===== src/rtl/irq_sequencer_if.sv =====
// Pipeline-facing signal bundle for the interrupt/return sequencer.
// master = pipeline side (drives requests and context), slave = sequencer.
interface irq_sequencer_if #(
    parameter int W = 16
);
    // Requests and architectural context from the pipeline
    logic          interrupt;
    logic          hazard_stall;
    logic          rti_dec;
    logic          branch_taken;
    logic [31:0]   branch_target;
    logic [31:0]   pc_fd;
    logic [2:0]    flags_cur;

    // Pipeline control and injected micro-op
    logic          pc_enb;
    logic          f_d_enb;
    logic          flush_fd;
    logic          uop_valid;
    logic [2:0]    uop_sel;
    logic [W-1:0]  uop_data;
    logic          vec_load;
    logic          irq_active;
    logic          irq_pending;

    modport master (
        output interrupt, hazard_stall, rti_dec, branch_taken,
               branch_target, pc_fd, flags_cur,
        input  pc_enb, f_d_enb, flush_fd, uop_valid, uop_sel,
               uop_data, vec_load, irq_active, irq_pending
    );

    modport slave (
        input  interrupt, hazard_stall, rti_dec, branch_taken,
               branch_target, pc_fd, flags_cur,
        output pc_enb, f_d_enb, flush_fd, uop_valid, uop_sel,
               uop_data, vec_load, irq_active, irq_pending
    );
endinterface


===== src/rtl/irq_sequencer.sv =====
// Interrupt / return-from-interrupt sequencer. Stalls Fetch, squashes F/D,
// lets older instructions drain, then injects the push series (IRQ) or the
// pop series (RTI) for the memory stage to execute.
// DRAIN_CYCLES must be at least 1. Requires W >= 16.
module irq_sequencer #(
    parameter int          W            = 16,
    parameter int          DRAIN_CYCLES = 3,
    parameter logic [15:0] VEC_ADDR     = 16'h0002
) (
    input  logic           clk,
    input  logic           rst,
    irq_sequencer_if.slave bus
);
    localparam int CNT_W = (DRAIN_CYCLES > 1) ? $clog2(DRAIN_CYCLES) : 1;
    localparam logic [CNT_W-1:0] CNT_LOAD = CNT_W'(DRAIN_CYCLES - 1);

    localparam logic [2:0] SEL_PUSH_FL   = 3'd0;
    localparam logic [2:0] SEL_PUSH_PC_H = 3'd1;
    localparam logic [2:0] SEL_PUSH_PC_L = 3'd2;
    localparam logic [2:0] SEL_LOAD_VEC  = 3'd3;
    localparam logic [2:0] SEL_POP_PC_L  = 3'd4;
    localparam logic [2:0] SEL_POP_PC_H  = 3'd5;
    localparam logic [2:0] SEL_POP_FL    = 3'd6;

    typedef enum logic [3:0] {
        IDLE, I_DRAIN, I_FL, I_PCH, I_PCL, I_VEC,
        R_DRAIN, R_PCL, R_PCH, R_FL
    } state_t;

    state_t            state_reg, state_next;
    logic              irq_q_reg;
    logic              pending_reg, pending_next;
    logic [31:0]       saved_pc_reg, saved_pc_next;
    logic [CNT_W-1:0]  cnt_reg, cnt_next;
    logic              irq_edge;
    logic [W-1:0]      uop_data_c;

    assign irq_edge = bus.interrupt & ~irq_q_reg;

    // State and sequencing context registers; reset returns to IDLE at once
    always_ff @(posedge clk or posedge rst) begin
        if (rst) begin
            state_reg    <= IDLE;
            irq_q_reg    <= 1'b0;
            pending_reg  <= 1'b0;
            saved_pc_reg <= 32'd0;
            cnt_reg      <= '0;
        end else begin
            state_reg    <= state_next;
            irq_q_reg    <= bus.interrupt;
            pending_reg  <= pending_next;
            saved_pc_reg <= saved_pc_next;
            cnt_reg      <= cnt_next;
        end
    end

    // Next-state logic: entry arbitration, drain countdown, micro-op walk
    always_comb begin
        state_next    = state_reg;
        // An edge always lands in pending, even on the accepting cycle
        pending_next  = pending_reg | irq_edge;
        saved_pc_next = saved_pc_reg;
        cnt_next      = cnt_reg;
        case (state_reg)
            IDLE: begin
                // RTI wins over a pending interrupt; the interrupt stays latched
                if (bus.rti_dec && !bus.hazard_stall) begin
                    state_next = R_DRAIN;
                    cnt_next   = CNT_LOAD;
                end else if (pending_reg && !bus.hazard_stall) begin
                    state_next    = I_DRAIN;
                    pending_next  = irq_edge;
                    saved_pc_next = bus.branch_taken ? bus.branch_target : bus.pc_fd;
                    cnt_next      = CNT_LOAD;
                end
            end
            I_DRAIN: begin
                // A branch resolving while draining redirects the return PC
                if (bus.branch_taken) begin
                    saved_pc_next = bus.branch_target;
                end
                if (cnt_reg == '0) begin
                    state_next = I_FL;
                end else begin
                    cnt_next = cnt_reg - CNT_W'(1);
                end
            end
            R_DRAIN: begin
                if (cnt_reg == '0) begin
                    state_next = R_PCL;
                end else begin
                    cnt_next = cnt_reg - CNT_W'(1);
                end
            end
            I_FL:    state_next = I_PCH;
            I_PCH:   state_next = I_PCL;
            I_PCL:   state_next = I_VEC;
            I_VEC:   state_next = IDLE;
            R_PCL:   state_next = R_PCH;
            R_PCH:   state_next = R_FL;
            R_FL:    state_next = IDLE;
            default: state_next = IDLE;
        endcase
    end

    // Moore output decode from the current state
    always_comb begin
        bus.pc_enb     = 1'b1;
        bus.f_d_enb    = 1'b1;
        bus.flush_fd   = 1'b0;
        bus.uop_valid  = 1'b0;
        bus.uop_sel    = 3'd0;
        bus.vec_load   = 1'b0;
        bus.irq_active = 1'b0;
        uop_data_c     = '0;
        if (state_reg != IDLE) begin
            bus.pc_enb     = 1'b0;
            bus.f_d_enb    = 1'b0;
            bus.irq_active = 1'b1;
        end
        case (state_reg)
            I_DRAIN, R_DRAIN: begin
                bus.flush_fd = (cnt_reg == CNT_LOAD);
            end
            I_FL: begin
                bus.uop_valid   = 1'b1;
                bus.uop_sel     = SEL_PUSH_FL;
                uop_data_c[2:0] = bus.flags_cur;
            end
            I_PCH: begin
                bus.uop_valid    = 1'b1;
                bus.uop_sel      = SEL_PUSH_PC_H;
                uop_data_c[15:0] = saved_pc_reg[31:16];
            end
            I_PCL: begin
                bus.uop_valid    = 1'b1;
                bus.uop_sel      = SEL_PUSH_PC_L;
                uop_data_c[15:0] = saved_pc_reg[15:0];
            end
            I_VEC: begin
                bus.uop_valid    = 1'b1;
                bus.uop_sel      = SEL_LOAD_VEC;
                uop_data_c[15:0] = VEC_ADDR;
                bus.vec_load     = 1'b1;
            end
            R_PCL: begin
                bus.uop_valid = 1'b1;
                bus.uop_sel   = SEL_POP_PC_L;
            end
            R_PCH: begin
                bus.uop_valid = 1'b1;
                bus.uop_sel   = SEL_POP_PC_H;
            end
            R_FL: begin
                bus.uop_valid = 1'b1;
                bus.uop_sel   = SEL_POP_FL;
            end
            default: ;
        endcase
    end

    assign bus.uop_data    = uop_data_c;
    assign bus.irq_pending = pending_reg;

endmodule


===== src/flat_wrapper.sv =====
// flat-port wrapper written by rule: the top's interface ports become plain ports
module irq_sequencer_flat 
#(
    parameter int          W            = 16,
    parameter int          DRAIN_CYCLES = 3,
    parameter logic [15:0] VEC_ADDR     = 16'h0002
)
  (clk, rst, bus_interrupt, bus_hazard_stall, bus_rti_dec, bus_branch_taken, bus_branch_target, bus_pc_fd, bus_flags_cur, bus_pc_enb, bus_f_d_enb, bus_flush_fd, bus_uop_valid, bus_uop_sel, bus_uop_data, bus_vec_load, bus_irq_active, bus_irq_pending);
  irq_sequencer_if #(.W(W)) bus_i ();
  input  logic clk;
  input  logic rst;
  input wire logic [$bits(bus_i.interrupt)-1:0] bus_interrupt;
  input wire logic [$bits(bus_i.hazard_stall)-1:0] bus_hazard_stall;
  input wire logic [$bits(bus_i.rti_dec)-1:0] bus_rti_dec;
  input wire logic [$bits(bus_i.branch_taken)-1:0] bus_branch_taken;
  input wire logic [$bits(bus_i.branch_target)-1:0] bus_branch_target;
  input wire logic [$bits(bus_i.pc_fd)-1:0] bus_pc_fd;
  input wire logic [$bits(bus_i.flags_cur)-1:0] bus_flags_cur;
  output wire logic [$bits(bus_i.pc_enb)-1:0] bus_pc_enb;
  output wire logic [$bits(bus_i.f_d_enb)-1:0] bus_f_d_enb;
  output wire logic [$bits(bus_i.flush_fd)-1:0] bus_flush_fd;
  output wire logic [$bits(bus_i.uop_valid)-1:0] bus_uop_valid;
  output wire logic [$bits(bus_i.uop_sel)-1:0] bus_uop_sel;
  output wire logic [$bits(bus_i.uop_data)-1:0] bus_uop_data;
  output wire logic [$bits(bus_i.vec_load)-1:0] bus_vec_load;
  output wire logic [$bits(bus_i.irq_active)-1:0] bus_irq_active;
  output wire logic [$bits(bus_i.irq_pending)-1:0] bus_irq_pending;
  assign bus_i.interrupt = bus_interrupt;
  assign bus_i.hazard_stall = bus_hazard_stall;
  assign bus_i.rti_dec = bus_rti_dec;
  assign bus_i.branch_taken = bus_branch_taken;
  assign bus_i.branch_target = bus_branch_target;
  assign bus_i.pc_fd = bus_pc_fd;
  assign bus_i.flags_cur = bus_flags_cur;
  assign bus_pc_enb = bus_i.pc_enb;
  assign bus_f_d_enb = bus_i.f_d_enb;
  assign bus_flush_fd = bus_i.flush_fd;
  assign bus_uop_valid = bus_i.uop_valid;
  assign bus_uop_sel = bus_i.uop_sel;
  assign bus_uop_data = bus_i.uop_data;
  assign bus_vec_load = bus_i.vec_load;
  assign bus_irq_active = bus_i.irq_active;
  assign bus_irq_pending = bus_i.irq_pending;
  irq_sequencer #(.W(W), .DRAIN_CYCLES(DRAIN_CYCLES), .VEC_ADDR(VEC_ADDR)) u_core (.clk(clk), .rst(rst), .bus(bus_i));
endmodule

===== config.mk =====
export PLATFORM = sky130hd
export DESIGN_NAME = irq_sequencer_flat
export DESIGN_NICKNAME = d
export VERILOG_FILES = /design/src/rtl/irq_sequencer_if.sv /design/src/rtl/irq_sequencer.sv /design/src/flat_wrapper.sv
export SDC_FILE = /design/constraint.sdc
export NUM_CORES = 1
export LEC_CHECK = 0
export ABC_CLOCK_PERIOD_IN_PS = 2100
export CORE_UTILIZATION = 43
export DETAILED_ROUTE_END_ITERATION = 10
export GPL_TIMING_DRIVEN = 0
export PLACE_DENSITY = 0.78
export SETUP_SLACK_MARGIN = 0.15
export SLEW_MARGIN = 10
export SYNTH_ARGS = -nofsm -noshare
export SYNTH_HDL_FRONTEND = slang
export SYNTH_SLANG_ARGS = --single-unit

===== constraint.sdc =====
create_clock -name clk -period 2.1 [get_ports clk]
set_input_delay 0.42 -clock clk [delete_from_list [all_inputs] [get_ports clk]]
set_output_delay 0.42 -clock clk [all_outputs]
set_load 0.005 [all_outputs]

==> flow_summary.yaml, run 1 <==
global_route:
  grt.total_usage_pct: 27.0
  overflow: 0
  grt_first_pass_wirelength_mm: 12.2
  antenna_found_initial: 0
  grt_max_degree: 30
  grt_pass1_vias: 2490
sta:
  fin_crit_ps: 2240
  whs_ps: 362
  setup_viol: 47
  drv_slew: 0
  grt_setup_unrepaired: "true"
  setup_slack_ps: -141
  slew_headroom_pct: 68.8
  final.setup_skew_ps: 5.73
  period_share_pct: 107
  worst_pin_slew_ps: 463
  hold_viol: 0
  fmax_ghz: 0.446
routing:
  wire_per_inst_um: 19.8
  drc: 0
  via_per_inst: 5.58
  ant_nets: 0
  dr.pass1.iters: 4
  vias: 2571
  drtIter0Drc: 142
  drt-total-wl_mm: 9.14
setup_path:
  crit_type: "flop to output port"
  cp_max_fo: 3
  startpoint: "u_core.state_reg[1]$_DFFE_PP0P_"
  worst_path_most_repeated_cell: "buf_6"
  critPathMaxStageDelay_ps: 430
  path_cells: "buf_6 -> nor3_4 -> clkbuf_8 -> buf_6 -> buf_6 -> a22o_1 -> buf_2"
  cp_data_required_time_ps: 1680
  cp-start-kind: "flop"
  cp.arrival_ps: 1820
  crit_path_end_kind: "output port"
  reg2reg_from: "u_core.state_reg[0]$_DFFE_PP0P_"
  slowest_stage: "dfrtp_2"
layout:
  syn2layout_area_growth_pct: 76.9
  multi_input_area_um2: 1400
  drive_gt1_share_pct: 41.2
  largest_reg_flops: 32
  nets: 465
  post-route-util_pct: 80.9
  n_fill_cell: 305
  seqCellArea_um2: 1000
  n_antenna_cell: 0
  finalNonFillerCells: 461
place:
  place_congestion: 0.845
  dpl.hpwl_mm: 4.77
  pre_cts_ws_ps: -697
  dp_cells: 408
  io_buffers: 98
yosys:
  synthesis.nets: 314
  synth_area_leaders: "dfrtp_1 (42%), mux2i_1 (14%), a21oi_2 (11%)"
  ys_seq_elements: 40
  syn_area_um2: 2380
  netlist.area_leader.share_pct: 42.0
  synth_edf_count: 0
  seq_area_frac_synth_pct: 42.0
  syn-instance-count: 239
  ys_warn_count: 0
  synth_top_cell_by_area: "dfrtp_1"
  synthTopCellsByCount: "dfrtp_1 (40), nor2_1 (37), mux2i_1 (34)"
  synth_cell_types: 35
  synthMostInstantiatedCell: "dfrtp_1"
  async_flop_share_pct: 100
  avgSynthCellArea_um2: 9.96
  synthFlopType: "dfrtp_1"
floorplan:
  start_util_pct: 45.7
  die_y_um: 76.4
  die_w_um: 76.4
  coreArea_um2: 5200
  dieArea_um2: 5840
  placementRows: 26
  pin_count: 99
power_and_ir_drop:
  ir_drop_uv: 765
  leakage_uw: 0.00185
  power_density_nw_per_um2: 1410
outcome:
  failed_checks: "negative setup slack"
  outcome: "finished with violations"
clocking:
  cts_root_buf: "clkbuf_8"
  clk_latency_ps: 310
  numCtsBuffers: 5
  cts_tree: "yes"
  cts_buffer_depth: 2
  cts.clk_slew.worst_paths_ps: 80
  htree_levels: 2
  cts_sinks: 40
flow_run:
  maxCapViolCount: 0
worst_hold_path:
  hold_class: "input port to asynchronous set/reset pin"
## critical path, delay by kind of cell, from the launching register on
family | cells | cell delay (ps)
buf+inv | 5 | 640
simple gates | 1 | 310
compound gates | 1 | 140
flops | 1 | 430
## layout by cell type (no fill, tap or decap), types with 2 or more instances in the layout
master and count:
nand2_1 7, nor2_1 21, clkinv_2 2, ha_1 2, inv_2 3, mux2i_1 33
dlygate4sd2_1 2, nor3_4 3, nor2_4 3, nor2_2 13, clkbuf_8 8, o31ai_1 2
a21oi_4 2, and3b_1 2, or3_1 2, o21ai_0 7, a21oi_1 9, buf_12 2
inv_1 4, a22o_1 13, buf_8 5, nor2b_4 2, clkbuf_16 3, buf_2 19
nand2_2 3, buf_4 17, clkbuf_2 2, dfrtp_1 39, clkdlybuf4s50_1 73, a21oi_2 29
buf_6 34
## area by class of cell
cell class	count	area share (%)
multi-input combinational	174	33.2
clock inverter	3	0.446
sequential	40	23.8
clock buffer	5	1.63
inverter	8	0.772
timing repair buffer	144	33.2
tap	70	2.08
buffer	17	4.87
## power by group
group / internal (µW) / switching [µW]
clock network: 232 / 298
registers: 1150 / 295
logic: 2070 / 1900
## path summary, 6_finish.rpt
check | to | slack, ps | cells past startpoint
setup / recovery | bus_uop_data[8] | -140 | 7
hold / removal | u_core.saved_pc_reg[10]$_DFFE_PP0P_ | 360 | 2
setup reg to reg | u_core.saved_pc_reg[18]$_DFFE_PP0P_ | -110 | 10
hold reg to reg | u_core.bus.irq_pending$_DFF_PP0_ | 460 | 1
max in group asynchronous | u_core.state_reg[1]$_DFFE_PP0P_ | 1290 | 3
min in group clk | u_core.bus.irq_pending$_DFF_PP0_ | 460 | 1
## kinds of logic (layout without fill, tap and decap cells)
| group | after synthesis | in the layout | synth area share, % |
|---|---|---|---|
| AO/OA/AOI/OAI | 74 | 74 | 24.1 |
| AND/OR/NAND/NOR | 63 | 63 | 12.1 |
| flip-flops | 40 | 40 | 42.0 |
| multiplexers | 34 | 34 | 14.3 |
| buffers and inverters | 25 | 177 | 6.04 |
| adder cells (fa/ha/maj) | 2 | 2 | 1.05 |
| XOR/XNOR | 1 | 1 | 0.368 |
## layer usage
metal,wire (µm),vias up,track usage (%)
li1,-,1160,-
met2,4610,139,48.0
met3,631,33,5.75
met5,0,-,0
met1,3510,1239,31.5
met4,379,0,11.0
## stage by stage
| step | setup TNS [ps] | total power, µW | area [µm²] |
|---|---|---|---|
| 2_1_floorplan | 0 | 3030 | 2380 |
| 3_3_place_gp | -17850 | 4040 | 3450 |
| 3_5_place_dp | -14840 | 4100 | 3470 |
| 4_1_cts | -272 | 5150 | 3930 |
| 5_1_grt | -4900 | 6220 | 4210 |
| 6_report | -3140 | 5940 | 4210 |
## repair_timing
action                     CTS  global route
resized for setup          146            49
setup endpoints to repair   45            52
hold buffers                 0             0
setup buffers               32             9
pin swaps                   17            10
cloned                       1             3
Note: power is estimated with default switching activity, not from simulation.
==> run 2: changes to the inputs <==
GPL_TIMING_DRIVEN = default   (was 0)
MAX_ROUTING_LAYER = met4   (was default)
==> flow_summary.yaml, run 2 (synthesized netlist as in run 1, its figures left out) <==
outcome:
  outcome: "finished with violations"
  failed_checks: "negative setup slack"
worst_hold_path:
  whs_path_depth: 1
  hold_class: "flop to flop"
  worstHoldEndpoint: "u_core.cnt_reg[0]$_DFFE_PP0P_"
  min_from: "u_core.cnt_reg[0]$_DFFE_PP0P_"
floorplan:
  die_y_um: 76.4
  dieArea_um2: 5840
  die_w_um: 76.4
  coreArea_um2: 5200
  pin_count: 99
  placementRows: 26
  start_util_pct: 45.7
sta:
  setup_slack_ps: -63.4
  whs_ps: 503
  drv_slew: 0
  fin_crit_ps: 2160
  setup_viol: 15
  worst_pin_slew_ps: 527
  period_share_pct: 103
  slew_headroom_pct: 64.8
  hold_viol: 0
  grt_setup_unrepaired: "true"
  fmax_ghz: 0.462
  final.setup_skew_ps: 17.1
setup_path:
  rr_worst_depth: 11
  rr_endpoint: "u_core.saved_pc_reg[28]$_DFFE_PP0P_"
  crit_type: "flop to output port"
  reg2reg_from: "u_core.state_reg[1]$_DFFE_PP0P_"
  crit_path_end_kind: "output port"
  cp_data_required_time_ps: 1680
  cp.arrival_ps: 1740
  reg2reg_slack_ps: -40
  cp_max_fo: 5
  cp-start-kind: "flop"
routing:
  drc: 0
  dr.pass1.iters: 4
  wire_per_inst_um: 21.2
  vias: 2731
  ant_nets: 0
  drtIter0Drc: 174
  drt-total-wl_mm: 10.1
  via_per_inst: 5.75
global_route:
  antenna_found_initial: 0
  grt_max_degree: 41
  overflow: 0
  grt_pass1_vias: 2682
  grt.total_usage_pct: 29.4
  grt_first_pass_wirelength_mm: 13.0
layout:
  nets: 479
  multi_input_area_um2: 1580
  mostFrequentLayoutCells: "clkdlybuf4s50_1 (73), dfrtp_1 (37), mux2i_1 (34)"
  final_common_cell: "clkdlybuf4s50_1"
  n_antenna_cell: 0
  largest_reg_flops: 32
  drive_gt1_share_pct: 47.9
  n_fill_cell: 251
  syn2layout_area_growth_pct: 91.6
  seqCellArea_um2: 1000
clocking:
  clk_latency_ps: 300
  cts.clk_slew.worst_paths_ps: 80
  cts_hold_buf: 0
  cts_tree: "yes"
  cts_buffer_depth: 2
  cts_sinks: 40
  htree_levels: 2
  numCtsBuffers: 5
  cts_root_buf: "clkbuf_8"
power_and_ir_drop:
  ir_drop_uv: 827
  leakage_uw: 0.00196
  finalPower_uw: 6770
  power_density_nw_per_um2: 1480
flow_run:
  maxCapViolCount: 0
place:
  io_buffers: 98
  place_congestion: 0.819
  dpl.hpwl_mm: 4.47
## run 2: changes by cell type in the layout (fill, tap and decap cells not counted), sizes merged, moves of 2 or more
cell,delta
buf,+17
clkbuf,-2
clkdlybuf4s15,+2
clkinv,-2
## run 2: worst max path at each step
stage | from | endpoint | slack, ps | cells past startpoint
after floorplan | u_core.state_reg[3]$_DFFE_PP0P_ | bus_uop_data[11] | 230 | 4
after global placement | u_core.state_reg[1]$_DFFE_PP0P_ | bus_uop_data[15] | -70 | 5
after detailed placement | bus_rti_dec | u_core.saved_pc_reg[7]$_DFFE_PP0P_ | -90 | 6
after CTS | u_core.state_reg[1]$_DFFE_PP0P_ | bus_uop_data[15] | 10 | 5
after global routing | u_core.state_reg[1]$_DFFE_PP0P_ | bus_uop_data[1] | -120 | 7
final | u_core.state_reg[1]$_DFFE_PP0P_ | bus_uop_data[1] | -60 | 7
## run 2: critical path: stages (launching register included)
cell	delay, ps
dfrtp_2	470
buf_6	140
buf_6	110
nor2b_4	120
and3b_1	170
a31oi_1	200
o21ai_1	110
buf_2	140
## run 2: per-stage QoR
stage	TNS, ps	cell area [µm²]	utilization (%)	setup slack (ps)	cells
floorplan	0	2380	-	234	239
global placement	-1040	3600	69.2	-74.1	419
CTS	0	4180	80.4	11.8	465
detailed placement	-2000	3600	69.2	-89.1	419
global route	-1840	4560	87.6	-122	475
finish	-364	4560	87.6	-63.4	475
## run 2: final cells by class
cell class / count / share of cell area [%]
repair buffers: 175 / 38.8
multi-input cells: 174 / 34.6
flip-flops and latches: 40 / 22.0
well taps: 70 / 1.92
clock buffers: 7 / 1.89
inverters: 8 / 0.658
clock inverters: 1 / 0.165
## run 2: metal layers
layer | vias up | wire length (µm) | global-route usage (%)
met5 | - | 0 | -
met4 | 0 | 496 | 11.9
met3 | 44 | 567 | 5.75
met2 | 149 | 5260 | 51.9
met1 | 1351 | 3760 | 32.3
li1 | 1187 | - | -
## run 2: timing repair
item,4_1_cts,5_1_grt
gates resized for setup,128,92
pin swaps,19,19
endpoints found under the setup margin,46,59
gates cloned,5,1
hold endpoints to repair,0,0
buffers inserted,33,9
## run 2: report_power, final
| part | internal, µW | switching (µW) | total (µW) |
|---|---|---|---|
| Combinational | 2490 | 2140 | 4630 |
| Sequential | 1150 | 436 | 1580 |
| Clock | 268 | 289 | 557 |
| Total | 3910 | 2860 | 6770 |
